**src/rtl/serial_sub_pkg.sv**
```systemverilog
// serial_sub_pkg: shared FSM state encoding and counter-width helper for serial_sub
package serial_sub_pkg;
   typedef logic [1:0] state_t;
   localparam state_t IDLE  = 2'd0;
   localparam state_t SHIFT = 2'd1;
   localparam state_t DONE  = 2'd2;
   function automatic int cnt_w(int w);
      return (w <= 1) ? 1 : $clog2(w);
   endfunction
endpackage

```
**src/rtl/serial_sub_if.sv**
```systemverilog
// serial_sub_if: request/result bundle for serial_sub; SERIAL_SUB_OVF_EN adds ovf
interface serial_sub_if #(parameter int WIDTH = 8);
   logic             start;
   logic [WIDTH-1:0] a;
   logic [WIDTH-1:0] b;
   logic             bin;
   logic             busy;
   logic             done;
   logic [WIDTH-1:0] diff;
   logic             bout;
`ifdef SERIAL_SUB_OVF_EN
   logic             ovf;
   modport master (output start, a, b, bin, input busy, done, diff, bout, ovf);
   modport slave  (input start, a, b, bin, output busy, done, diff, bout, ovf);
`else
   modport master (output start, a, b, bin, input busy, done, diff, bout);
   modport slave  (input start, a, b, bin, output busy, done, diff, bout);
`endif
endinterface

```
**src/rtl/serial_sub_fs_cell.sv**
```systemverilog
// fs_cell: one-bit full subtractor, {bo, d} = x - y - bi
module fs_cell (
   input  logic x,
   input  logic y,
   input  logic bi,
   output logic d,
   output logic bo
);
   assign {bo, d} = {1'b0, x} - {1'b0, y} - {1'b0, bi};
endmodule

```
**src/rtl/serial_sub.sv**
```systemverilog
// serial_sub: bit-serial a - b - bin, LSB first; SERIAL_SUB_OVF_EN adds signed overflow output
module serial_sub
   import serial_sub_pkg::*;
#(
   parameter int WIDTH = 8
) (
   input logic        clk,
   input logic        rst,
   serial_sub_if.slave s
);
   localparam int CW = cnt_w(WIDTH);
   state_t           state;
   logic [CW-1:0]    cnt;
   logic [WIDTH-1:0] sa, sb, res, res_nx, diff_q;
   logic             br, bout_q, d, bo, last;
   fs_cell u_cell (.x(sa[0]), .y(sb[0]), .bi(br), .d(d), .bo(bo));
   // difference bits enter at the MSB so the result ends up LSB-aligned
   assign res_nx = (res >> 1) | (WIDTH'(d) << (WIDTH - 1));
   assign last   = cnt == CW'(WIDTH - 1);
`ifdef SERIAL_SUB_OVF_EN
   logic ovf_q;
   always_ff @(posedge clk)
      if (rst) ovf_q <= 1'b0;
      else if (state == IDLE && s.start) ovf_q <= 1'b0;
      else if (state == SHIFT && last) ovf_q <= br ^ bo;
   assign s.ovf = ovf_q;
`endif
   always_ff @(posedge clk) begin
      if (rst) begin
         state  <= IDLE;
         cnt    <= '0;
         sa     <= '0;
         sb     <= '0;
         br     <= 1'b0;
         res    <= '0;
         diff_q <= '0;
         bout_q <= 1'b0;
      end else if (state == IDLE) begin
         if (s.start) begin
            state  <= SHIFT;
            cnt    <= '0;
            sa     <= s.a;
            sb     <= s.b;
            br     <= s.bin;
            res    <= '0;
            diff_q <= '0;
            bout_q <= 1'b0;
         end
      end else if (state == SHIFT) begin
         res <= res_nx;
         br  <= bo;
         sa  <= sa >> 1;
         sb  <= sb >> 1;
         cnt <= cnt + 1'b1;
         if (last) begin
            state  <= DONE;
            diff_q <= res_nx;
            bout_q <= bo;
         end
      end else begin
         state <= IDLE;
      end
   end
   assign s.busy = state == SHIFT;
   assign s.done = state == DONE;
   assign s.diff = diff_q;
   assign s.bout = bout_q;
endmodule

```
**src/flat_wrapper.sv**
```systemverilog
// flat-port wrapper written by rule: the top's interface ports become plain ports
module serial_sub_flat import serial_sub_pkg::*;
#(
   parameter int WIDTH = 8
)
  (clk, rst, s_start, s_a, s_b, s_bin, s_busy, s_done, s_diff, s_bout);
  serial_sub_if #(.WIDTH(WIDTH)) s_i ();
  input logic clk;
  input logic rst;
  input wire logic [$bits(s_i.start)-1:0] s_start;
  input wire logic [$bits(s_i.a)-1:0] s_a;
  input wire logic [$bits(s_i.b)-1:0] s_b;
  input wire logic [$bits(s_i.bin)-1:0] s_bin;
  output wire logic [$bits(s_i.busy)-1:0] s_busy;
  output wire logic [$bits(s_i.done)-1:0] s_done;
  output wire logic [$bits(s_i.diff)-1:0] s_diff;
  output wire logic [$bits(s_i.bout)-1:0] s_bout;
  assign s_i.start = s_start;
  assign s_i.a = s_a;
  assign s_i.b = s_b;
  assign s_i.bin = s_bin;
  assign s_busy = s_i.busy;
  assign s_done = s_i.done;
  assign s_diff = s_i.diff;
  assign s_bout = s_i.bout;
  serial_sub #(.WIDTH(WIDTH)) u_core (.clk(clk), .rst(rst), .s(s_i));
endmodule
```
**config.mk**
```make
export PLATFORM = sky130hd
export DESIGN_NAME = serial_sub_flat
export DESIGN_NICKNAME = d
export VERILOG_FILES = /design/src/rtl/serial_sub_pkg.sv /design/src/rtl/serial_sub_if.sv /design/src/rtl/serial_sub_fs_cell.sv /design/src/rtl/serial_sub.sv /design/src/flat_wrapper.sv
export SDC_FILE = /design/constraint.sdc
export NUM_CORES = 1
export LEC_CHECK = 0
export CAP_MARGIN = 5
export CORE_MARGIN = 2
export CORE_UTILIZATION = 49
export DETAILED_ROUTE_END_ITERATION = 7
export GPL_ROUTABILITY_DRIVEN = 0
export PLACE_DENSITY = 0.87
export SLEW_MARGIN = 10
export SYNTH_ARGS = -nofsm -noshare
export SYNTH_HDL_FRONTEND = slang
export SYNTH_SLANG_ARGS = --single-unit
```
**constraint.sdc**
```tcl
create_clock -name clk -period 1.95 [get_ports clk]
set_clock_uncertainty 0.1 [all_clocks]
set_input_delay 0.39 -clock clk [delete_from_list [all_inputs] [get_ports clk]]
set_output_delay 0.39 -clock clk [all_outputs]
set_load 0.005 [all_outputs]
```
==> results.sh, run 1 <==
export IMPL_synthTopCellsByArea="dfxtp_1 (50%), mux2i_1 (9.3%), a211oi_1 (7.9%)"
export IMPL_syn_area_um2=1510
export IMPL_min_period_ps=1860
export IMPL_ios=31
export IMPL_grtUsageTotal_pct=18.1
export IMPL_synth_area_leader_cell="dfxtp_1"
export IMPL_p_int_mw=1.05
export IMPL_htreeDepth=2
export IMPL_remaining_drc_errors=0
export IMPL_cts_root_buf="clkbuf_4"
export IMPL_p_sw_mw=0.343
export IMPL_grt_ovfl_total=0
export IMPL_wirelength_mm=2.85
export IMPL_ir_worst_vdd_v=0.000443
export IMPL_routedWlPerCell_um=13.4
export IMPL_relSlewSlack_pct=76.5
export IMPL_rsz0062_at_grt="no"
export IMPL_end_kind="output port"
export IMPL_vias=1180
export IMPL_met1_usage_pct=19.8
export IMPL_cp_max_fo=6
export IMPL_cts_tree="yes"
export IMPL_p_leak_nw=0.769
export IMPL_grt_max_degree=31
export IMPL_fillers=267
export IMPL_drt_iter0_drc=37
export IMPL_yosysSeqAreaShare_pct=50.3
export IMPL_clk_latency_ps=330
export IMPL_drive_above_1_share_pct=10.1
export IMPL_status="completed"
export IMPL_yosysUniqueCellTypes=26
export IMPL_io_buffers=30
export IMPL_pwr_share_clk_pct=26.3
export IMPL_power_mw=1.39
export IMPL_place_ws_ps=108
export IMPL_grt_use_met2_pct=32.8
export IMPL_arrival_ps=1370
export IMPL_grt_pass1_wl_mm=4.75
export IMPL_vias_per_cell=5.57
export IMPL_startpoint_type="flop"
export IMPL_crit_chain="nor2b_4 -> clkdlybuf4s50_1"
export IMPL_area_delta_synth_final_pct=26.7
export IMPL_worst_path_max_delay_cell="clkdlybuf4s50_1"
export IMPL_hold_violations=0
export IMPL_die_area_um2=3550
export IMPL_worstSetupPathType="flop to output port"
export IMPL_worst_pin_slew_ps=352
export IMPL_synthesis_instances=147
export IMPL_setup_ws_ps=86.8
export IMPL_antennaDiodeCount=0
export IMPL_syn_nets=170
export IMPL_postCtsHoldBufs=0
export IMPL_grt_pass1_vias=1111
export IMPL_swShare_pct=24.6
export IMPL_die_w_um=59.5
export IMPL_cp_slowest_stage_delay_ps=500
export IMPL_cts_buffer_depth=2
export IMPL_gr_usage_met3_pct=5.90
export IMPL_clk_pin_slew_ps=100
export IMPL_antenna_left=0
export IMPL_grt_busiest_layer="met2"
export IMPL_core_um2=3000
export IMPL_antenna_found_initial=0
export IMPL_row_count=20
export IMPL_fin_nets=202
export IMPL_pwr_density_cell_nw_per_um2=728
export IMPL_dp_hpwl_mm=2.06
export IMPL_combPwrFrac_pct=14.0
export IMPL_worstPathRequired_ps=1460
export IMPL_seqPwrFrac_pct=59.7
export IMPL_fin_crit_sh_pct=95.5
export IMPL_timing_setup_tns_ps=0
export IMPL_drv_cap=0
export IMPL_yosys_warnings=0
export IMPL_synth_area_per_cell_um2=10.3
export IMPL_hp_class="flop to flop"
export IMPL_clock_sinks=38
export IMPL_initial_core_util_pct=50.3
export IMPL_synth_top_area_share_pct=50.3
export IMPL_max_freq_mhz=537
export IMPL_setup_viol=0
export IMPL_cts_made_buffers=5
export IMPL_synth_seq_cells=38
export IMPL_chipHeight_um=59.5
export IMPL_drt_first_pass_iters=4
export IMPL_slew_violations=0
==> area by class of cell <==
type                            count  area (um2)  share of cell area [%]
Tap cell                           33        41.3                    2.16
Multi-Input combinational cell     93         678                    35.4
Timing Repair Buffer               37         368                    19.2
Inverter                            4        15.0                   0.784
Clock buffer                        7        45.0                    2.35
Sequential cell                    38         768                    40.1
==> power groups by stage <==
| stage | combinational, mW | clock, mW | sequential, mW |
|---|---|---|---|
| 3_5_place_dp | 0.194 | 0 | 0.852 |
| 4_1_cts | 0.195 | 0.371 | 0.835 |
| 3_3_place_gp | 0.186 | 0 | 0.849 |
| 6_report | 0.195 | 0.367 | 0.833 |
| 5_1_grt | 0.216 | 0.415 | 0.838 |
| 2_1_floorplan | 0.126 | 0 | 0.844 |
==> routing by layer <==
| layer | wire length (um) | share of wire (%) |
|---|---|---|
| met2 | 1410 | 49 |
| met4 | 42 | 1.5 |
| met5 | 0 | 0 |
| met1 | 1270 | 45 |
| met3 | 124 | 4.4 |
==> logic make-up (layout without fill, tap and decap cells) <==
family | after synthesis | in the layout | synth area share (%)
AOI/OAI and AO/OA | 42 | 42 | 21.7
DFF | 38 | 38 | 50.3
and+or+nand+nor | 33 | 33 | 9.44
buffers and inverters | 16 | 48 | 5.30
muxes | 15 | 15 | 10.3
adders and majority gates | 3 | 3 | 2.98
==> cell usage after synthesis <==
| master | count |
|---|---|
| a22oi_1 | 9 |
| and3b_1 | 1 |
| a22o_1 | 9 |
| nand4b_1 | 1 |
| o211ai_1 | 1 |
| nor4bb_1 | 1 |
| mux2i_1 | 14 |
| clkbuf_4 | 1 |
| dfxtp_1 | 38 |
| a21oi_4 | 1 |
| mux2_4 | 1 |
| inv_1 | 4 |
| ha_1 | 2 |
| o21ai_0 | 1 |
| a21oi_1 | 3 |
| o21bai_1 | 1 |
| buf_6 | 1 |
| o21ba_2 | 1 |
| clkbuf_1 | 2 |
| nor2b_1 | 1 |
| nor2_1 | 27 |
| fa_1 | 1 |
| buf_2 | 7 |
| buf_1 | 1 |
| a211oi_1 | 16 |
| nand2_1 | 2 |
==> what timing repair did <==
item                                   4_1_cts  5_1_grt
setup endpoints to repair                    2        2
endpoints found under the hold margin        0        0
setup buffers                                0        0
resized for setup                            2        5
==> through the flow <==
stage | hold WS (ps) | area (um2) | cells | util [%]
after floorplan | 332 | 1510 | 147 | -
after global placement | 340 | 1850 | 205 | 61.7
after detailed placement | 366 | 1850 | 205 | 61.7
after CTS | 387 | 1900 | 212 | 63.3
after global routing | 412 | 1920 | 212 | 63.8
final | 385 | 1920 | 212 | 63.8
==> registers in the layout, indices dropped and copies added (netlist names) <==
name           count
u_core.s.diff      8
u_core.sa          8
u_core.sb          8
u_core.res         7
u_core.cnt         3
u_core.state       2
u_core.br          1
u_core.s.bout      1
==> final timing paths <==
path | endpoint | cells after the start | start | slack, ps
worst min-delay path | u_core.br$_SDFFE_PP0P_ | 2 | u_core.br$_SDFFE_PP0P_ | 390
worst max register to register | u_core.s.diff[4]$_SDFFE_PP0P_ | 5 | u_core.cnt[0]$_SDFFE_PP0P_ | 290
worst min register to register | u_core.br$_SDFFE_PP0P_ | 2 | u_core.br$_SDFFE_PP0P_ | 390
worst max-delay path | s_busy | 2 | u_core.state[0]$_SDFFE_PP0P_ | 90
==> placed cells by master, fill, tap and decap left out, drive strengths merged <==
cell type	n
dfxtp	38
clkdlybuf4s50	29
nor2	27
a211oi	16
mux2i	14
a22oi	9
a22o	9
buf	7
clkbuf	7
inv	4
a21oi	4
nand2	2
ha	2
nor2b	1
o21bai	1
mux2	1
and3b	1
o21ba	1
nand4b	1
o21ai	1
nor4bb	1
o211ai	1
fa	1
dlymetal6s2s	1
==> worst max-delay path, delay by kind of cell, from the launching register on <==
kind,cells,cell delay (ps)
buffers and inverters,1,500
DFF,1,390
and+or+nand+nor,1,150
(Power assumes the default switching activity.)
==> inputs of run 2 (changes only) <==
--- a/config.mk
+++ b/config.mk
@@ -7,10 +7,11 @@
 export LEC_CHECK = 0
 export CAP_MARGIN = 5
 export CORE_MARGIN = 2
-export CORE_UTILIZATION = 49
+export CORE_UTILIZATION = 52
+export CTS_BUF_LIST = sky130_fd_sc_hd__clkbuf_4 sky130_fd_sc_hd__clkbuf_8
 export DETAILED_ROUTE_END_ITERATION = 7
 export GPL_ROUTABILITY_DRIVEN = 0
-export PLACE_DENSITY = 0.87
+export PLACE_DENSITY = 0.91
 export SLEW_MARGIN = 10
 export SYNTH_ARGS = -nofsm -noshare
 export SYNTH_HDL_FRONTEND = slang
==> constraint.sdc (replaced) <==
create_clock -name clk -period 1.75 [get_ports clk]
set_clock_uncertainty 0.1 [all_clocks]
set_input_delay 0.35 -clock clk [delete_from_list [all_inputs] [get_ports clk]]
set_output_delay 0.35 -clock clk [all_outputs]
set_load 0.005 [all_outputs]
==> run 2 against run 1 <==
  * Cell count grew 0.94%
  * Worst setup slack lost 19 ps
  * Highest routed layer unchanged
  * Largest cell class unchanged
  * Critical path type unchanged
  * Register-to-register slack lost 190 ps
==> results.sh, run 2 (synthesis gave the netlist of run 1 again) <==
export IMPL_status="completed"
export IMPL_timing_rr_end="u_core.s.diff[5]$_SDFFE_PP0P_"
export IMPL_startpoint_type="flop"
export IMPL_power_mw=1.65
export IMPL_crit_chain="clkdlybuf4s50_1"
export IMPL_pwr_density_cell_nw_per_um2=842
export IMPL_max_freq_mhz=595
export IMPL_initial_core_util_pct=54.8
export IMPL_clk_pin_slew_ps=120
export IMPL_rr_worst_depth=5
export IMPL_arrival_ps=1230
export IMPL_dp_hpwl_mm=2.20
export IMPL_p_leak_nw=0.782
export IMPL_startpoint="u_core.s.bout$_SDFFE_PP0P_"
export IMPL_cts_made_buffers=5
export IMPL_drt_first_pass_iters=4
export IMPL_worstPathRequired_ps=1300
export IMPL_grt_max_degree=31
export IMPL_multiInputGateArea_um2=673
export IMPL_drt_iter0_drc=23
export IMPL_cts_buffer_depth=2
export IMPL_min_period_ps=1680
export IMPL_worstSetupPathType="flop to output port"
export IMPL_drv_cap=0
export IMPL_chipHeight_um=57.9
export IMPL_hp_class="flop to flop"
export IMPL_row_count=19
export IMPL_setup_viol=0
export IMPL_grt_ovfl_total=0
export IMPL_area_delta_synth_final_pct=29.3
export IMPL_cp_slowest_stage_delay_ps=500
export IMPL_wirelength_mm=3.08
export IMPL_antennaDiodeCount=0
export IMPL_die_w_um=57.9
export IMPL_hold_violations=0
export IMPL_die_area_um2=3350
export IMPL_vias_per_cell=5.57
export IMPL_crit_cells=1
export IMPL_layout_common_cells="dfxtp_1 (36), clkdlybuf4s50_1 (28), nor2_1 (27)"
export IMPL_vias=1193
export IMPL_antenna_left=0
export IMPL_ios=31
export IMPL_drive_above_1_share_pct=13.1
export IMPL_grt_pass1_vias=1204
export IMPL_core_um2=2760
export IMPL_relSlewSlack_pct=77.2
export IMPL_fillers=227
export IMPL_cts_root_buf="clkbuf_4"
export IMPL_layout_commonest_cell="dfxtp_1"
export IMPL_cp_num_buf_inv=1
export IMPL_clock_sinks=38
export IMPL_slew_violations=0
export IMPL_worst_pin_slew_ps=342
export IMPL_antenna_found_initial=0
export IMPL_cp_max_fo=2
export IMPL_r2r_slack_ps=100
export IMPL_endpoint="s_bout"
export IMPL_io_buffers=30
export IMPL_end_kind="output port"
export IMPL_fin_crit_sh_pct=96.1
export IMPL_routedWlPerCell_um=14.4
export IMPL_ir_worst_vdd_v=0.000728
export IMPL_remaining_drc_errors=0
export IMPL_worstHoldStart="u_core.br$_SDFFE_PP0P_"
export IMPL_htreeDepth=2
export IMPL_r2r_start="u_core.cnt[0]$_SDFFE_PP0P_"
export IMPL_clk_latency_ps=370
export IMPL_cp_top_family="buffers and inverters"
export IMPL_grt_pass1_wl_mm=5.18
export IMPL_rsz0062_at_grt="no"
export IMPL_ff_latch_area_um2=766
export IMPL_worst_path_max_delay_cell="clkdlybuf4s50_1"
export IMPL_grtUsageTotal_pct=20.7
export IMPL_cts_tree="yes"
export IMPL_fin_nets=205
export IMPL_timing_setup_tns_ps=0
==> run 2: cell count changes in the layout (fill, tap and decap cells not counted), sizes merged <==
cell,before,now
clkinvlp,0,1
buf,7,10
clkdlybuf4s50,29,28
clkinv,0,1
dlygate4sd2,0,2
clkbuf,7,6
dlymetal6s2s,1,0
==> run 2: power by group <==
group | leakage (nW) | switching (mW) | total (mW) | internal (mW)
Clock | 0.0343 | 0.299 | 0.492 | 0.193
Combinational | 0.436 | 0.106 | 0.227 | 0.122
Sequential | 0.312 | 0.0233 | 0.927 | 0.904
==> run 2: layout make-up <==
class | count | share of cell area [%]
Sequential cell | 38 | 39.2
Multi-Input combinational cell | 93 | 34.4
Timing Repair Buffer | 40 | 20.4
Clock buffer | 6 | 2.62
Tap cell | 31 | 1.98
Inverter | 4 | 0.768
Clock inverter | 2 | 0.640
==> run 2: how the worst min path moves through the flow <==
stage | to | slack, ps | cells past startpoint
detailed placement | u_core.cnt[0]$_SDFFE_PP0P_ | 360 | 1
floorplan | u_core.br$_SDFFE_PP0P_ | 330 | 2
CTS | u_core.br$_SDFFE_PP0P_ | 390 | 2
global route | u_core.br$_SDFFE_PP0P_ | 400 | 2
finish | u_core.br$_SDFFE_PP0P_ | 380 | 2
global placement | u_core.br$_SDFFE_PP0P_ | 340 | 2
==> run 2: through the flow <==
step | util (%) | hold WS, ps | cell area (um2) | setup WS [ps] | cells
after floorplan | - | 332 | 1510 | 259 | 147
after detailed placement | 67.8 | 362 | 1870 | -7.68 | 204
after global routing | 70.9 | 405 | 1950 | 15.6 | 214
after global placement | 67.8 | 341 | 1870 | 49.1 | 204
after CTS | 70.9 | 386 | 1950 | 49.8 | 214
final | 70.9 | 382 | 1950 | 68.2 | 214
==> run 2: timing repair <==
item	in CTS	in global routing
setup endpoints to repair	2	0
gates resized for setup	6	0
setup buffers	2	0
hold buffers	0	0
==> run 2: layer usage <==
layer	global-route usage (%)	vias up	wire length [um]
li1	-	599	-
met1	21.2	557	1320
met2	37.3	28	1550
met3	6.25	9	138
met4	11.3	0	70
met5	0	-	0
==> run 2: worst reg2reg max path, cell delays in order (launching register included) <==
cell and delay (ps):
dfxtp_1 340, ha_1 200, ha_1 200, mux2_4 280
a21oi_4 280, a22o_1 200
==> inputs of run 3 (changes only) <==
--- a/config.mk
+++ b/config.mk
@@ -12,6 +12,7 @@
 export DETAILED_ROUTE_END_ITERATION = 7
 export GPL_ROUTABILITY_DRIVEN = 0
 export PLACE_DENSITY = 0.91
+export SKIP_CTS_REPAIR_TIMING = 1
 export SLEW_MARGIN = 10
 export SYNTH_ARGS = -nofsm -noshare
 export SYNTH_HDL_FRONTEND = slang
==> run 3 against run 2 <==
  * Core utilization up 0.45 points
  * Clock-buffer cell count unchanged
  * Non-clock buffer count is the same
  * Register-to-register slack about the same
  * Worst hold slack barely moved
  * Cell count unchanged
  * Maximum frequency up 0.19%
  * Die area did not move
  * Critical path type unchanged
  * Highest routed layer unchanged
==> results.sh, run 3 (synthesis gave the netlist of run 1 again) <==
export IMPL_clock_sinks=38
export IMPL_arrival_ps=1230
export IMPL_hp_class="flop to flop"
export IMPL_cts_buffer_depth=2
export IMPL_layout_common_cells="dfxtp_1 (36), clkdlybuf4s50_1 (28), nor2_1 (27)"
export IMPL_grt_pass1_vias=1213
export IMPL_chipHeight_um=57.9
export IMPL_ir_worst_vdd_v=0.000721
export IMPL_max_freq_mhz=596
export IMPL_worst_pin_slew_ps=348
export IMPL_combPwrFrac_pct=13.9
export IMPL_clk_pin_slew_ps=120
export IMPL_routedWlPerCell_um=14.4
export IMPL_setup_viol=0
export IMPL_io_buffers=30
export IMPL_dp_hpwl_mm=2.20
export IMPL_min_period_ps=1680
export IMPL_rsz0062_at_grt="no"
export IMPL_antennaDiodeCount=0
export IMPL_cp_num_buf_inv=1
export IMPL_grt_ovfl_total=0
export IMPL_layout_commonest_cell="dfxtp_1"
export IMPL_cts_root_buf="clkbuf_4"
export IMPL_ios=31
export IMPL_cp_top_family="buffers and inverters"
export IMPL_status="completed"
export IMPL_p_int_mw=1.22
export IMPL_seqPwrFrac_pct=56.4
export IMPL_initial_core_util_pct=54.8
export IMPL_fin_nets=205
export IMPL_drt_first_pass_iters=4
export IMPL_htreeDepth=2
export IMPL_pwr_density_cell_nw_per_um2=836
export IMPL_end_kind="output port"
export IMPL_worst_path_max_delay_cell="clkdlybuf4s50_1"
export IMPL_grt_pass1_wl_mm=5.12
export IMPL_vias=1200
export IMPL_drive_above_1_share_pct=13.1
export IMPL_drt_iter0_drc=23
export IMPL_grt_max_degree=31
export IMPL_p_leak_nw=0.809
export IMPL_die_w_um=57.9
export IMPL_place_ws_ps=-7.68
export IMPL_antenna_left=0
export IMPL_vias_per_cell=5.61
export IMPL_cp_max_fo=2
export IMPL_grtUsageTotal_pct=20.5
export IMPL_die_area_um2=3350
export IMPL_slew_violations=0
export IMPL_antenna_found_initial=0
export IMPL_fin_crit_sh_pct=95.9
export IMPL_p_sw_mw=0.425
export IMPL_cp_slowest_stage_delay_ps=500
export IMPL_pwr_share_clk_pct=29.7
export IMPL_wirelength_mm=3.08
export IMPL_core_um2=2760
export IMPL_remaining_drc_errors=0
export IMPL_startpoint_type="flop"
export IMPL_cts_made_buffers=5
export IMPL_hold_violations=0
export IMPL_final_core_util_pct=71.3
export IMPL_setup_ws_ps=71.4
export IMPL_crit_chain="clkdlybuf4s50_1"
export IMPL_worstSetupPathType="flop to output port"
export IMPL_cts_tree="yes"
export IMPL_worstPathRequired_ps=1300
export IMPL_swShare_pct=25.8
export IMPL_row_count=19
export IMPL_area_delta_synth_final_pct=30.1
export IMPL_clk_latency_ps=360
export IMPL_relSlewSlack_pct=76.8
export IMPL_drv_cap=0
run 3: cell count changes in the layout (fill, tap and decap cells not counted), sizes merged:
| cell | delta |
|---|---|
| dlygate4sd2 | -2 |
| dlymetal6s2s | +2 |
run 3: power groups by stage:
stage                     Sequential, mW  Combinational (mW)  Clock, mW
after floorplan                    0.941               0.140          0
after global placement             0.945               0.213          0
after detailed placement           0.948               0.226          0
after CTS                          0.929               0.227      0.503
after global routing               0.933               0.250      0.539
final                              0.927               0.229      0.489
run 3: path summary, 6_finish.rpt:
check                             startpoint                             to  slack [ps]  cells after the start
setup reg to reg  u_core.cnt[0]$_SDFFE_PP0P_  u_core.s.diff[5]$_SDFFE_PP0P_          90                      5
hold / removal        u_core.br$_SDFFE_PP0P_         u_core.br$_SDFFE_PP0P_         380                      2
setup / recovery  u_core.s.bout$_SDFFE_PP0P_                         s_bout          70                      1
hold reg to reg       u_core.br$_SDFFE_PP0P_         u_core.br$_SDFFE_PP0P_         380                      2
run 3: metrics by stage:
| stage | power [mW] | hold WS [ps] | instances | instance area [um2] | setup TNS (ps) |
|---|---|---|---|---|---|
| floorplan | 1.08 | 332 | 147 | 1510 | 0 |
| global placement | 1.16 | 341 | 204 | 1870 | 0 |
| detailed placement | 1.17 | 362 | 204 | 1870 | -7.93 |
| CTS | 1.66 | 386 | 212 | 1930 | -360 |
| global route | 1.72 | 405 | 214 | 1970 | 0 |
| finish | 1.64 | 381 | 214 | 1970 | 0 |
run 3: layout make-up:
type                            count  area (um2)
Clock buffer                        6        51.3
Clock inverter                      2        12.5
Fill cell                         221         791
Inverter                            4        15.0
Multi-Input combinational cell     93         678
Sequential cell                    38         766
Tap cell                           31        38.8
Timing Repair Buffer               40         405
run 3: worst reg2reg max path: cells and delay by family, from the launching register on:
family	cells	cell delay [ps]
muxes	1	280
DFF	1	340
adders and majority gates	2	400
AOI/OAI and AO/OA	2	480
run 3: per-layer routing:
layer	vias up	global-route usage, %	part of all wire, %
met3	7	6.25	4.4
li1	598	-	-
met5	-	0	0
met2	30	37.7	51
met4	0	11.3	2.4
met1	565	20.4	42
